<file path="src/rtl/inst_prefetch_buffer.sv">
// -----------------------------------------------------------------------------
// inst_prefetch_buffer
// Instruction prefetch queue between the instruction memory and IF/ID.
// Fetch requests are issued under credit control: a request is only raised when
// (entries held + requests still in flight) < DEPTH, so every response that is
// kept always finds a free slot. On a redirect the queue is flushed, fetch and
// response PCs jump to the new target, and every response still in flight is
// marked for discard so no wrong-path instruction is ever delivered.
//
// Parameters:
//   WIDTH    instruction / PC width
//   DEPTH    queue entries (power of two, >= 2)
//   RESET_PC first fetch address after reset
//
// Ports:
//   clk              clock, all state updates on the rising edge
//   start            synchronous active-high reset
//   redirect         one-cycle flush / branch-taken pulse
//   redirect_pc      new fetch target, valid with redirect
//   imem_req_valid   fetch request valid
//   imem_req_ready   memory accepts the request
//   imem_req_addr    fetch address
//   imem_resp_valid  in-order response valid (latency >= 1)
//   imem_resp_data   fetched instruction
//   out_valid        head entry valid toward IF/ID
//   out_ready        IF/ID consumes the head entry
//   out_inst         head instruction
//   out_pc           head instruction PC
//   count            occupied entries
//
// Build option:
//   PFB_BYPASS_EN    when defined, a response arriving at an empty queue with
//                    nothing to discard is presented on the outputs in the same
//                    cycle and, if out_ready is high, never written to the queue.
// -----------------------------------------------------------------------------
module inst_prefetch_buffer #(
    parameter int unsigned      WIDTH    = 32,
    parameter int unsigned      DEPTH    = 4,
    parameter logic [WIDTH-1:0] RESET_PC = {WIDTH{1'b0}}
) (
    input  logic                   clk,
    input  logic                   start,
    input  logic                   redirect,
    input  logic [WIDTH-1:0]       redirect_pc,
    output logic                   imem_req_valid,
    input  logic                   imem_req_ready,
    output logic [WIDTH-1:0]       imem_req_addr,
    input  logic                   imem_resp_valid,
    input  logic [WIDTH-1:0]       imem_resp_data,
    output logic                   out_valid,
    input  logic                   out_ready,
    output logic [WIDTH-1:0]       out_inst,
    output logic [WIDTH-1:0]       out_pc,
    output logic [$clog2(DEPTH):0] count
);

    localparam int unsigned PW = $clog2(DEPTH);
    localparam int unsigned CW = PW + 1;

    localparam logic [WIDTH-1:0] PC_STEP  = WIDTH'(3'd4);
    localparam logic [PW-1:0]    PTR_ONE  = PW'(1'b1);
    localparam logic [CW-1:0]    CNT_ONE  = CW'(1'b1);
    localparam logic [CW:0]      DEPTH_W  = (CW+1)'(DEPTH);

    // Queue storage
    logic [WIDTH-1:0] r_mem_inst [DEPTH];
    logic [WIDTH-1:0] r_mem_pc   [DEPTH];

    // Control state
    logic [WIDTH-1:0] r_fetch_pc;
    logic [WIDTH-1:0] r_resp_pc;
    logic [CW-1:0]    r_count;
    logic [CW-1:0]    r_outstanding;
    logic [CW-1:0]    r_discard;
    logic [PW-1:0]    r_rd_ptr;
    logic [PW-1:0]    r_wr_ptr;

    logic [CW:0]      w_occ_sum;
    logic             w_credit_ok;
    logic             w_req_fire;
    logic             w_resp_live;
    logic             w_resp_keep;
    logic             w_bypass;
    logic             w_push;
    logic             w_pop;

    // Credit check and request handshake.
    always_comb begin
        w_occ_sum      = {1'b0, r_count} + {1'b0, r_outstanding};
        w_credit_ok    = (w_occ_sum < DEPTH_W);
        imem_req_valid = !start && !redirect && w_credit_ok;
        imem_req_addr  = r_fetch_pc;
        w_req_fire     = imem_req_valid && imem_req_ready;
    end

    // Response classification: responses during reset are dropped, and a
    // response that is not being discarded is only kept outside a redirect.
    always_comb begin
        w_resp_live = imem_resp_valid && !start;
        w_resp_keep = w_resp_live && (r_discard == {CW{1'b0}}) && !redirect;
    end

    // Head presentation; an empty queue shows zeros unless the bypass path
    // forwards the arriving response.
    always_comb begin
        w_bypass  = 1'b0;
        out_valid = 1'b0;
        out_inst  = {WIDTH{1'b0}};
        out_pc    = {WIDTH{1'b0}};
        if (r_count != {CW{1'b0}}) begin
            out_valid = !start;
            out_inst  = r_mem_inst[r_rd_ptr];
            out_pc    = r_mem_pc[r_rd_ptr];
        end else begin
`ifdef PFB_BYPASS_EN
            if (w_resp_keep) begin
                w_bypass  = 1'b1;
                out_valid = 1'b1;
                out_inst  = imem_resp_data;
                out_pc    = r_resp_pc;
            end else begin
                w_bypass  = 1'b0;
            end
`else
            w_bypass  = 1'b0;
`endif
        end
    end

    // Push / pop decisions; a bypassed response taken by IF/ID skips the queue.
    always_comb begin
        w_push = w_resp_keep && !(w_bypass && out_ready);
        w_pop  = out_valid && out_ready && (r_count != {CW{1'b0}}) && !redirect;
    end

    // Queue storage write; contents need no reset because count gates the head.
    always_ff @(posedge clk) begin
        if (!start && !redirect && w_push) begin
            r_mem_inst[r_wr_ptr] <= imem_resp_data;
            r_mem_pc[r_wr_ptr]   <= r_resp_pc;
        end
    end

    // Pointers, occupancy, PCs and the outstanding/discard credit counters.
    always_ff @(posedge clk) begin
        if (start) begin
            r_fetch_pc    <= RESET_PC;
            r_resp_pc     <= RESET_PC;
            r_count       <= {CW{1'b0}};
            r_outstanding <= {CW{1'b0}};
            r_discard     <= {CW{1'b0}};
            r_rd_ptr      <= {PW{1'b0}};
            r_wr_ptr      <= {PW{1'b0}};
        end else if (redirect) begin
            // Everything still in flight after this cycle belongs to the old path.
            r_fetch_pc    <= redirect_pc;
            r_resp_pc     <= redirect_pc;
            r_count       <= {CW{1'b0}};
            r_outstanding <= r_outstanding - CW'(w_resp_live);
            r_discard     <= r_outstanding - CW'(w_resp_live);
            r_rd_ptr      <= {PW{1'b0}};
            r_wr_ptr      <= {PW{1'b0}};
        end else begin
            r_count       <= r_count + CW'(w_push) - CW'(w_pop);
            r_outstanding <= r_outstanding + CW'(w_req_fire) - CW'(w_resp_live);
            if (w_req_fire) begin
                r_fetch_pc <= r_fetch_pc + PC_STEP;
            end
            if (w_resp_keep) begin
                r_resp_pc <= r_resp_pc + PC_STEP;
            end
            if (w_resp_live && (r_discard != {CW{1'b0}})) begin
                r_discard <= r_discard - CNT_ONE;
            end
            if (w_push) begin
                r_wr_ptr <= r_wr_ptr + PTR_ONE;
            end
            if (w_pop) begin
                r_rd_ptr <= r_rd_ptr + PTR_ONE;
            end
        end
    end

    assign count = r_count;

endmodule

</file>
<file path="config.mk">
export PLATFORM = sky130hd
export DESIGN_NAME = inst_prefetch_buffer
export DESIGN_NICKNAME = d
export VERILOG_FILES = /design/src/rtl/inst_prefetch_buffer.sv
export SDC_FILE = /design/constraint.sdc
export NUM_CORES = 1
export LEC_CHECK = 0
export CAP_MARGIN = 15
export CELL_PAD_IN_SITES_DETAIL_PLACEMENT = 0
export CELL_PAD_IN_SITES_GLOBAL_PLACEMENT = 1
export CORE_ASPECT_RATIO = 1.75
export CORE_MARGIN = 10
export CORE_UTILIZATION = 45
export CTS_CLUSTER_DIAMETER = 80
export DETAILED_ROUTE_END_ITERATION = 8
export PLACE_DENSITY = 0.79
export SETUP_SLACK_MARGIN = 0.05
export SYNTH_ARGS = -nofsm -noshare
export SYNTH_HDL_FRONTEND = slang
export SYNTH_SLANG_ARGS = --single-unit
</file>
<file path="constraint.sdc">
create_clock -name clk -period 6.43 [get_ports clk]
set_input_delay 0.9645 -clock clk [delete_from_list [all_inputs] [get_ports clk]]
set_output_delay 0.9645 -clock clk [all_outputs]
set_load 0.02 [all_outputs]
</file>
# Yosys cells after proc, flatten, opt, wreduce, memory -nomap -nowiden
# Memory sizes are Yosys's and may differ from the RTL's. A register that Yosys moved wholly into a read port is not among the register bits.
# Cells that the tools add are included.
dict set report word_totals {
  input_bits 70
  regBits 77
  output_inout_bits 101
  memories 2
  mem_bits_rw 256
}
dict set report op_classes {
  add_sub_neg 11
  reduce_logical 20
  magnitude_cmp 1
  mux 16
}
# memory depth word_bits read_ports rd_clocked_by_memory_dff wr line
set memory_table {}
lappend memory_table {r_mem_inst 4 32 1 1 1 66} ;# logic [WIDTH-1:0] r_mem_inst [DEPTH];
lappend memory_table {r_mem_pc 4 32 1 1 1 67} ;# logic [WIDTH-1:0] r_mem_pc [DEPTH];
# operator n
set op_table {}
lappend op_table {{2-to-1 mux 32 bit} 6}
lappend op_table {{adder 32 x 3 -> 32 bit, second input constant} 2}
lappend op_table {{logical AND 1 bit} 11}
lappend op_table {{2-to-1 mux 3 bit} 3}
lappend op_table {{subtractor 3 x 1 -> 3 bit} 3}
lappend op_table {{2-to-1 mux 2 bit} 4}
lappend op_table {{adder 3 x 1 -> 3 bit} 2}
lappend op_table {{nonzero test 2 bit} 3}
lappend op_table {{nonzero test 3 bit} 2}
lappend op_table {{adder 2 x 1 -> 2 bit, second input constant} 2}
lappend op_table {{adder 3 x 3 -> 4 bit} 1}
lappend op_table {{less-than comparator 4 x 3 -> 1 bit, second input constant} 1}
lappend op_table {{zero test 3 bit} 1}
lappend op_table {{2-to-1 mux 1 bit} 3}
lappend op_table {{subtractor 3 x 1 -> 3 bit, second input constant} 1}
lappend op_table {{zero test 1 bit} 2}
lappend op_table {{OR reduction 2 bit} 1}

# Longest topological paths before layout
# Gate-level depths: netlist of the first run.
dict set report depth {
  ltp_word 7
  depth_mapped 15
}

# Least setup slack after synthesis of the first run
# OpenSTA, ideal clock, no wires.
dict set report synth_timing {
  path_kind {input to register}
  from {in start}
  to {mem r_mem_inst[0][0] (enable)}
  t_required_ns 6.001
  path_stages 5
  slack_ns 2.719
  setup_ns 0.429
  arrival_time_ns 3.282
  path_buffers 3
  cell_sequence {buf_2 -> and4bb_1 -> buf_4 -> buf_2 -> and3_1}
}
dict set report synth_via {
  elab_chain_len 7
  elab_cells_between_ends 8
}
# item line
set synth_lines {}
lappend synth_lines {{from (decl)} 42} ;# input logic start,
lappend synth_lines {{zero test 1 bit (*)} {99, 138}}
lappend synth_lines {{logical AND 1 bit} 99} ;# w_resp_live = imem_resp_valid && !start;
lappend synth_lines {{logical AND 1 bit (2 in a row)} 100} ;# w_resp_keep = w_resp_live && (r_discard == {CW{1'b0}}) && !redirect;
lappend synth_lines {{logical AND 1 bit (*)} 138} ;# if (!start && !redirect && w_push) begin
lappend synth_lines {{2-to-1 mux 1 bit (*)} 138}
lappend synth_lines {{2-to-1 mux 1 bit (not written as such) (*)} 139} ;# r_mem_inst[r_wr_ptr] <= imem_resp_data;
lappend synth_lines {{to (decl)} 66}
# Every way passes the cells marked *; elsewhere a longest branch is shown, timed or not.

==> results.md, run 1 <==
* Status: finished clean
* Critical Path Fanout Max at 47
* # IOs at 171
* Clk_skew at 0.02884 ns
* Slew headroom at 29.61%
* GRT overflow at 0
* XOR/XNOR share of the synthesized area at 3.108%
* Compound-Gate Fraction of Synth Area at 5.186%
* Fin. max-slew vios at 0
* Routed len/inst at 21.40 um
* Synth Area in Simple Gates at 11.13%
* Via-to-Cell Ratio at 5.428
* CTS resizes at 0
* Number of global-route vias before repair at 8,855
* Port bufs at 170
* Commonest non-fill, non-tap cell in the layout: edfxtp_1
* Post-synthesis adder-cell area fraction at 1.705%
* Gpl congestion at 0.8078
* CTS tree: yes
* Power, Total at 4.578 mW
* Synth Instances at 932
* Synth Register Bits at 335
* Minimum clock period at 4.316 ns
* Fraction of synthesized area in multiplexers at 10.51%
* Share of layout cells above drive strength 1 at 14.06%
* Register area share after synthesis at 65.78%
* Most frequent cells in the layout: edfxtp_1, clkdlybuf4s50_1, dfxtp_1
* Final hold vios at 0
* Top cell type's share of synthesized area at 54.56%
* Peak VDD IR at 198.7 uV
* Die width at 153.8 um
* Rows at 85
* DIE HEIGHT at 254.1 um
* CTS root buffer: clkbuf_16
* DR iter-0 viols at 347
* Critical path arrival at 3.35 ns
* Total negative slack at 0 ns
* Antenna Violating Nets Remaining at 0
* Top_reg_cell synth: edfxtp_1
* Leading area contributor after synthesis: edfxtp_1
* First-pass GRT wire length at 50,700 um
* Final wirelength at 32,270 um
* Hold Crit Depth at 2
* P&R area growth vs syn at 21.93%
* Total core area at 0.03084 mm^2
* CP Data Required Time at 5.47 ns
* Hpwl dp at 21,710 um
* Worst hold path class: flip-flop to flip-flop
* Worst-Margin Slew at 1.053 ns
* Ant. Diodes at 0
* Clock Sink Count at 335
* Unique cell type count in the Yosys netlist at 57
* Cell Pwr Density at 266.5 mW/mm^2
* Total track usage at 16.32%
* Die Area at 0.03907 mm^2
* Dominant cells by area after synthesis: edfxtp_1, dfxtp_1, mux4_2
* Max-Cap Viols at 0
* Initial antenna violation count at 0
* Warnings from Yosys at 0
* Post-Synthesis Net Count at 1,020
* Worst skew pair latency at 0.57 ns
* Worst-path clk slew at 0.07 ns
* Worst Setup End Kind: output port
* # nets final at 1,181
* CTS Buf Count at 30
* Post-synth EDFFs at 256
* Largest net degree at the start of global routing at 63
* Largest family of logic cells by synthesized area: simple AND/OR/NAND/NOR gates
* Setup violators final at 0
* Avg Cell Area, Syn at 15.12 um^2
* CP Class: flip-flop to output port
* Post-route clock period utilization at 67.13%
* Leakage at 5.617 nW
* Startpoint Class: flip-flop
* Drt drc at 0
* Initial core utilization at 45.68%
* Cell Area, Synth at 0.01409 mm^2
* Pre-antenna DRT Iters at 6
* Max Clock Freq at 0.2317 GHz
* Htree depth at 1
* CTS max path bufs at 3
* Vias post-DR at 8,186
* Worst R2R Path Depth at 12
* Setup repair bufs after CTS at 0
* Async SR Flop Fraction at 0%
* # hold bufs at CTS at 0
* RSZ-0062 raised after global routing: false
final timing paths:
check	start	end	slack, ns
worst max-delay path	flip-flop	out_pc[29]	2.11
worst min-delay path	imem_req_addr[1]$_SDFFE_PP0P_	imem_req_addr[1]$_SDFFE_PP0P_	0.48
worst max register to register	count[1]$_SDFF_PP0_	r_outstanding[2]$_SDFF_PP0_	3.25
worst min register to register	imem_req_addr[1]$_SDFFE_PP0P_	imem_req_addr[1]$_SDFFE_PP0P_	0.48
synthesized netlist by cell type, types with 2 or more instances:
cell type	n
a32oi_1	5
nor3_2	3
and3_1	13
o211ai_1	5
nor2_1	38
o21ai_1	4
o21a_1	3
a31oi_1	6
nor2b_1	4
or3_1	7
xor2_1	15
o21bai_1	3
mux2i_1	4
and4_1	4
fa_1	2
edfxtp_1	256
buf_6	2
a2bb2oi_1	2
buf_4	2
a211oi_1	8
dfxtp_1	79
nand4_2	2
a211oi_2	2
a21boi_0	12
ha_1	16
o21ai_0	10
buf_2	10
a21boi_1	9
mux4_2	64
inv_1	34
nand4_1	18
nand3_1	24
and2_1	76
nand2_1	40
nand3b_1	2
nor4_1	4
xnor2_1	35
nor4_4	3
buf_1	8
nor4_2	8
a21oi_1	34
nor3_1	13
clkbuf_1	29
flip-flops by register name, summed over array words and instances, names as in the netlist, named ones only:
register       flops
r_mem_inst       128
r_mem_pc         128
imem_req_addr     32
r_resp_pc         32
count              3
r_discard          3
r_outstanding      3
r_rd_ptr           2
r_wr_ptr           2
logic make-up after synthesis:
group | count (synthesis)
adders and majority gates | 18
and+or+nand+nor | 264
muxes | 68
buffers and inverters | 87
AOI/OAI and AO/OA | 110
xor gates and xnor gates | 50
DFF | 335
where the power goes:
group          switching, mW  internal (mW)  total, mW
sequential            0.0547           2.38       2.43
combinational          0.147          0.139      0.286
clock                  0.786           1.07       1.86
total                  0.988           3.59       4.58
stage by stage:
stage	util (%)	hold slack [ns]	setup WS [ns]	cell area (um^2)	instances
floorplan	-	0.4600	2.719	14090	932
detailed placement	52.32	0.4735	2.330	16140	1452
CTS	55.70	0.4861	1.982	17180	1508
global route	55.70	0.5039	1.845	17180	1508
global placement	52.32	0.4688	2.363	16140	1452
finish	55.70	0.4834	2.114	17180	1508
layout make-up:
class,count,area (um^2)
clock inverters,20,227.7
multi-input cells,510,4464
flip-flops and latches,335,9274
repair buffers,181,1779
clock buffers,36,814.5
well taps,391,489.2
fillers,2546,13660
inverters,35,131.4
critical path: stages (launching register included):
cell and delay [ns]:
dfxtp_4 1.00, buf_4 0.48, mux4_2 0.56, and2_1 0.17
clkdlybuf4s50_1 0.54
layer usage:
layer / track usage [%] / part of all wire, % / vias to the layer above
met4: 5.091 / 2.1 / 0
met5: 0 / 0 / -
met1: 17.69 / 38 / 4102
met2: 31.07 / 55 / 192
met3: 3.046 / 4.6 / 33
li1: - / - / 3859
Note: power is estimated with default switching activity, not from simulation.
==> inputs of run 2 (changes only) <==
- clock period: 6.43 -> 4.3 ns (I/O delays scaled with it)
==> results.md, run 2 (same netlist as run 1, synthesis figures left out) <==
* Status: finished clean (unchanged)
* Clk_skew at 0.01203 ns (was 0.02884 ns)
* Worst skew pair latency at 0.56 ns (was 0.57 ns)
* Initial antenna violation count at 0 (unchanged)
* Area of the multi-input gates at 0.004464 mm^2 (unchanged)
* CTS Buf Count at 30 (unchanged)
* Via-to-Cell Ratio at 5.389 (was 5.428)
* Die Area at 0.03907 mm^2 (unchanged)
* Fin. max-slew vios at 0 (unchanged)
* Antenna Violating Nets Remaining at 0 (unchanged)
* Total core area at 0.03084 mm^2 (unchanged)
* NetSw at 1.430 mW (was 0.9883 mW)
* Minimum clock period at 3.508 ns
* First-pass GRT wire length at 49,740 um (was 50,700 um)
* CTS max path bufs at 3 (unchanged)
* Vias post-DR at 8,153 (was 8,186)
* Power Internal at 5.339 mW (was 3.590 mW)
* Cell chain of the critical path: buf_12, mux4_2, and2_1, clkdlybuf4s50_1 (was buf_4, mux4_2, and2_1, clkdlybuf4s50_1)
* Die width at 153.8 um (unchanged)
* Largest net degree at the start of global routing at 65 (was 63)
* Critical-path top delay cell: dfxtp_4 (unchanged)
* Share of layout cells above drive strength 1 at 13.73% (was 14.06%)
* Rows at 85 (unchanged)
* # IOs at 171 (unchanged)
* Placed inst area at 0.01625 mm^2 (was 0.01614 mm^2)
* Slew headroom at 31.60% (was 29.61%)
* Clock Sink Count at 335 (unchanged)
* Setup repair bufs after CTS at 0 (unchanged)
* Design area at 0.01726 mm^2 (was 0.01718 mm^2)
* Gate power share at 6.3% (was 6.2%)
* Worst-Margin Slew at 1.023 ns (was 1.053 ns)
* Htree depth at 1 (unchanged)
* RSZ-0062 raised after global routing: false (unchanged)
* Startpoint Class: flip-flop (unchanged)
* CTS resizes at 0 (unchanged)
* Final wirelength at 31,010 um (was 32,270 um)
* Drt drc at 0 (unchanged)
* CP Class: flip-flop to output port (unchanged)
* Worst hold path class: input pin to flip-flop (was flip-flop to flip-flop)
* Max Clock Freq at 0.2851 GHz
* FF+latch area at 0.009274 mm^2 (unchanged)
* # nets final at 1,186 (was 1,181)
* Critical path arrival at 2.86 ns (was 3.35 ns)
* Clock network fraction of design power at 39.9% (was 40.6%)
* GRT overflow at 0 (unchanged)
* Most frequent cells in the layout: edfxtp_1, clkdlybuf4s50_1, dfxtp_1 (unchanged)
* Pre-antenna DRT Iters at 5 (was 6)
* Worst-path clk slew at 0.06 ns (was 0.07 ns)
* CP max stage delay at 0.68 ns (was 1.00 ns)
* Max-Cap Viols at 0 (unchanged)
* Hpwl dp at 20,940 um (was 21,710 um)
* DR iter-0 viols at 342 (was 347)
* Cell Pwr Density at 392.3 mW/mm^2 (was 266.5 mW/mm^2)
* Number of global-route vias before repair at 8,895 (was 8,855)
* CTS root buffer: clkbuf_16 (unchanged)
* Setup violators final at 0 (unchanged)
* Port bufs at 170 (unchanged)
* CTS tree: yes (unchanged)
* Total negative slack at 0 ns (unchanged)
* Leakage at 5.644 nW (was 5.617 nW)
* DIE HEIGHT at 254.1 um (unchanged)
* Gpl congestion at 0.8617 (was 0.8078)
* Total track usage at 15.88% (was 16.32%)
* Final hold vios at 0 (unchanged)
* Power, Total at 6.769 mW (was 4.578 mW)
* Critical Path Fanout Max at 23 (was 47)
* Core Util, Final at 55.95% (was 55.70%)
* Routed len/inst at 20.50 um (was 21.40 um)
* P&R area growth vs syn at 22.48% (was 21.93%)
* Post-route clock period utilization at 81.58%
* Fill count at 2,543 (was 2,546)
* Commonest non-fill, non-tap cell in the layout: edfxtp_1 (unchanged)
* Initial core utilization at 45.68% (unchanged)
* Sw frac at 21.12% (was 21.59%)
* Peak VDD IR at 270.3 uV (was 198.7 uV)
* # hold bufs at CTS at 0 (unchanged)
* Top flop regs: r_mem_inst x128, r_mem_pc x128 (unchanged)
* CP Data Required Time at 3.65 ns (was 5.47 ns)
* Flop pwr share at 53.7% (was 53.1%)
* Ant. Diodes at 0 (unchanged)
* Worst Setup End Kind: output port (unchanged)
run 2: cell types whose count changed in the layout (fill, tap and decap cells not counted), sizes merged:
cell	previous run	this run
clkbuf	36	44
inv	38	36
bufinv	4	3
buf	12	17
clkinvlp	4	1
clkinv	9	7
run 2: final cells by class:
type                    count  share of cell area, %
flip-flops and latches    335                  53.74
multi-input cells         510                  25.87
repair buffers            186                  10.96
clock buffers              44                  5.010
well taps                 391                  2.835
clock inverters            12                 0.8193
inverters                  35                 0.7613
run 2: per-stage QoR:
step / std cells / setup slack, ns / hold slack [ns]
after floorplan: 932 / 0.9082 / 0.4600
after global placement: 1457 / 0.8989 / 0.4474
after detailed placement: 1457 / 0.8612 / 0.4486
after CTS: 1513 / 0.6828 / 0.3469
after global routing: 1513 / 0.6218 / 0.3789
final: 1513 / 0.7923 / 0.3594
run 2: power by group through the flow:
stage / registers (mW) / clock network [mW] / logic (mW)
2_1_floorplan: 3.71 / 0 / 0.208
3_3_place_gp: 3.70 / 0 / 0.430
3_5_place_dp: 3.71 / 0 / 0.435
4_1_cts: 3.64 / 2.76 / 0.438
5_1_grt: 3.65 / 2.88 / 0.473
6_report: 3.64 / 2.70 / 0.429
run 2: worst paths after layout:
kind / cells past startpoint / start / slack (ns) / end
worst max-delay path: 4 / flip-flop / 0.79 / out_pc[23]
worst max register to register: 12 / count[1]$_SDFF_PP0_ / 1.38 / r_outstanding[2]$_SDFF_PP0_
worst min-delay path: 2 / start / 0.36 / imem_req_addr[0]$_SDFFE_PP0P_
worst min register to register: 2 / imem_req_addr[1]$_SDFFE_PP0P_ / 0.46 / imem_req_addr[1]$_SDFFE_PP0P_
run 2: critical path: cells and delay by family (launching register included):
kind | cells | cell delay [ns]
AND/OR/NAND/NOR | 1 | 0.18
multiplexers | 1 | 0.55
flip-flops | 1 | 0.68
buffers and inverters | 2 | 0.86
run 2: metal layers:
metal  global-route usage [%]  vias to the layer above  part of all wire (%)
met5                        0                        -                     0
li1                         -                     3863                     -
met4                    5.551                        0                   2.4
met1                    17.80                     4041                    39
met3                    3.300                       35                   5.8
met2                    29.06                      214                    53
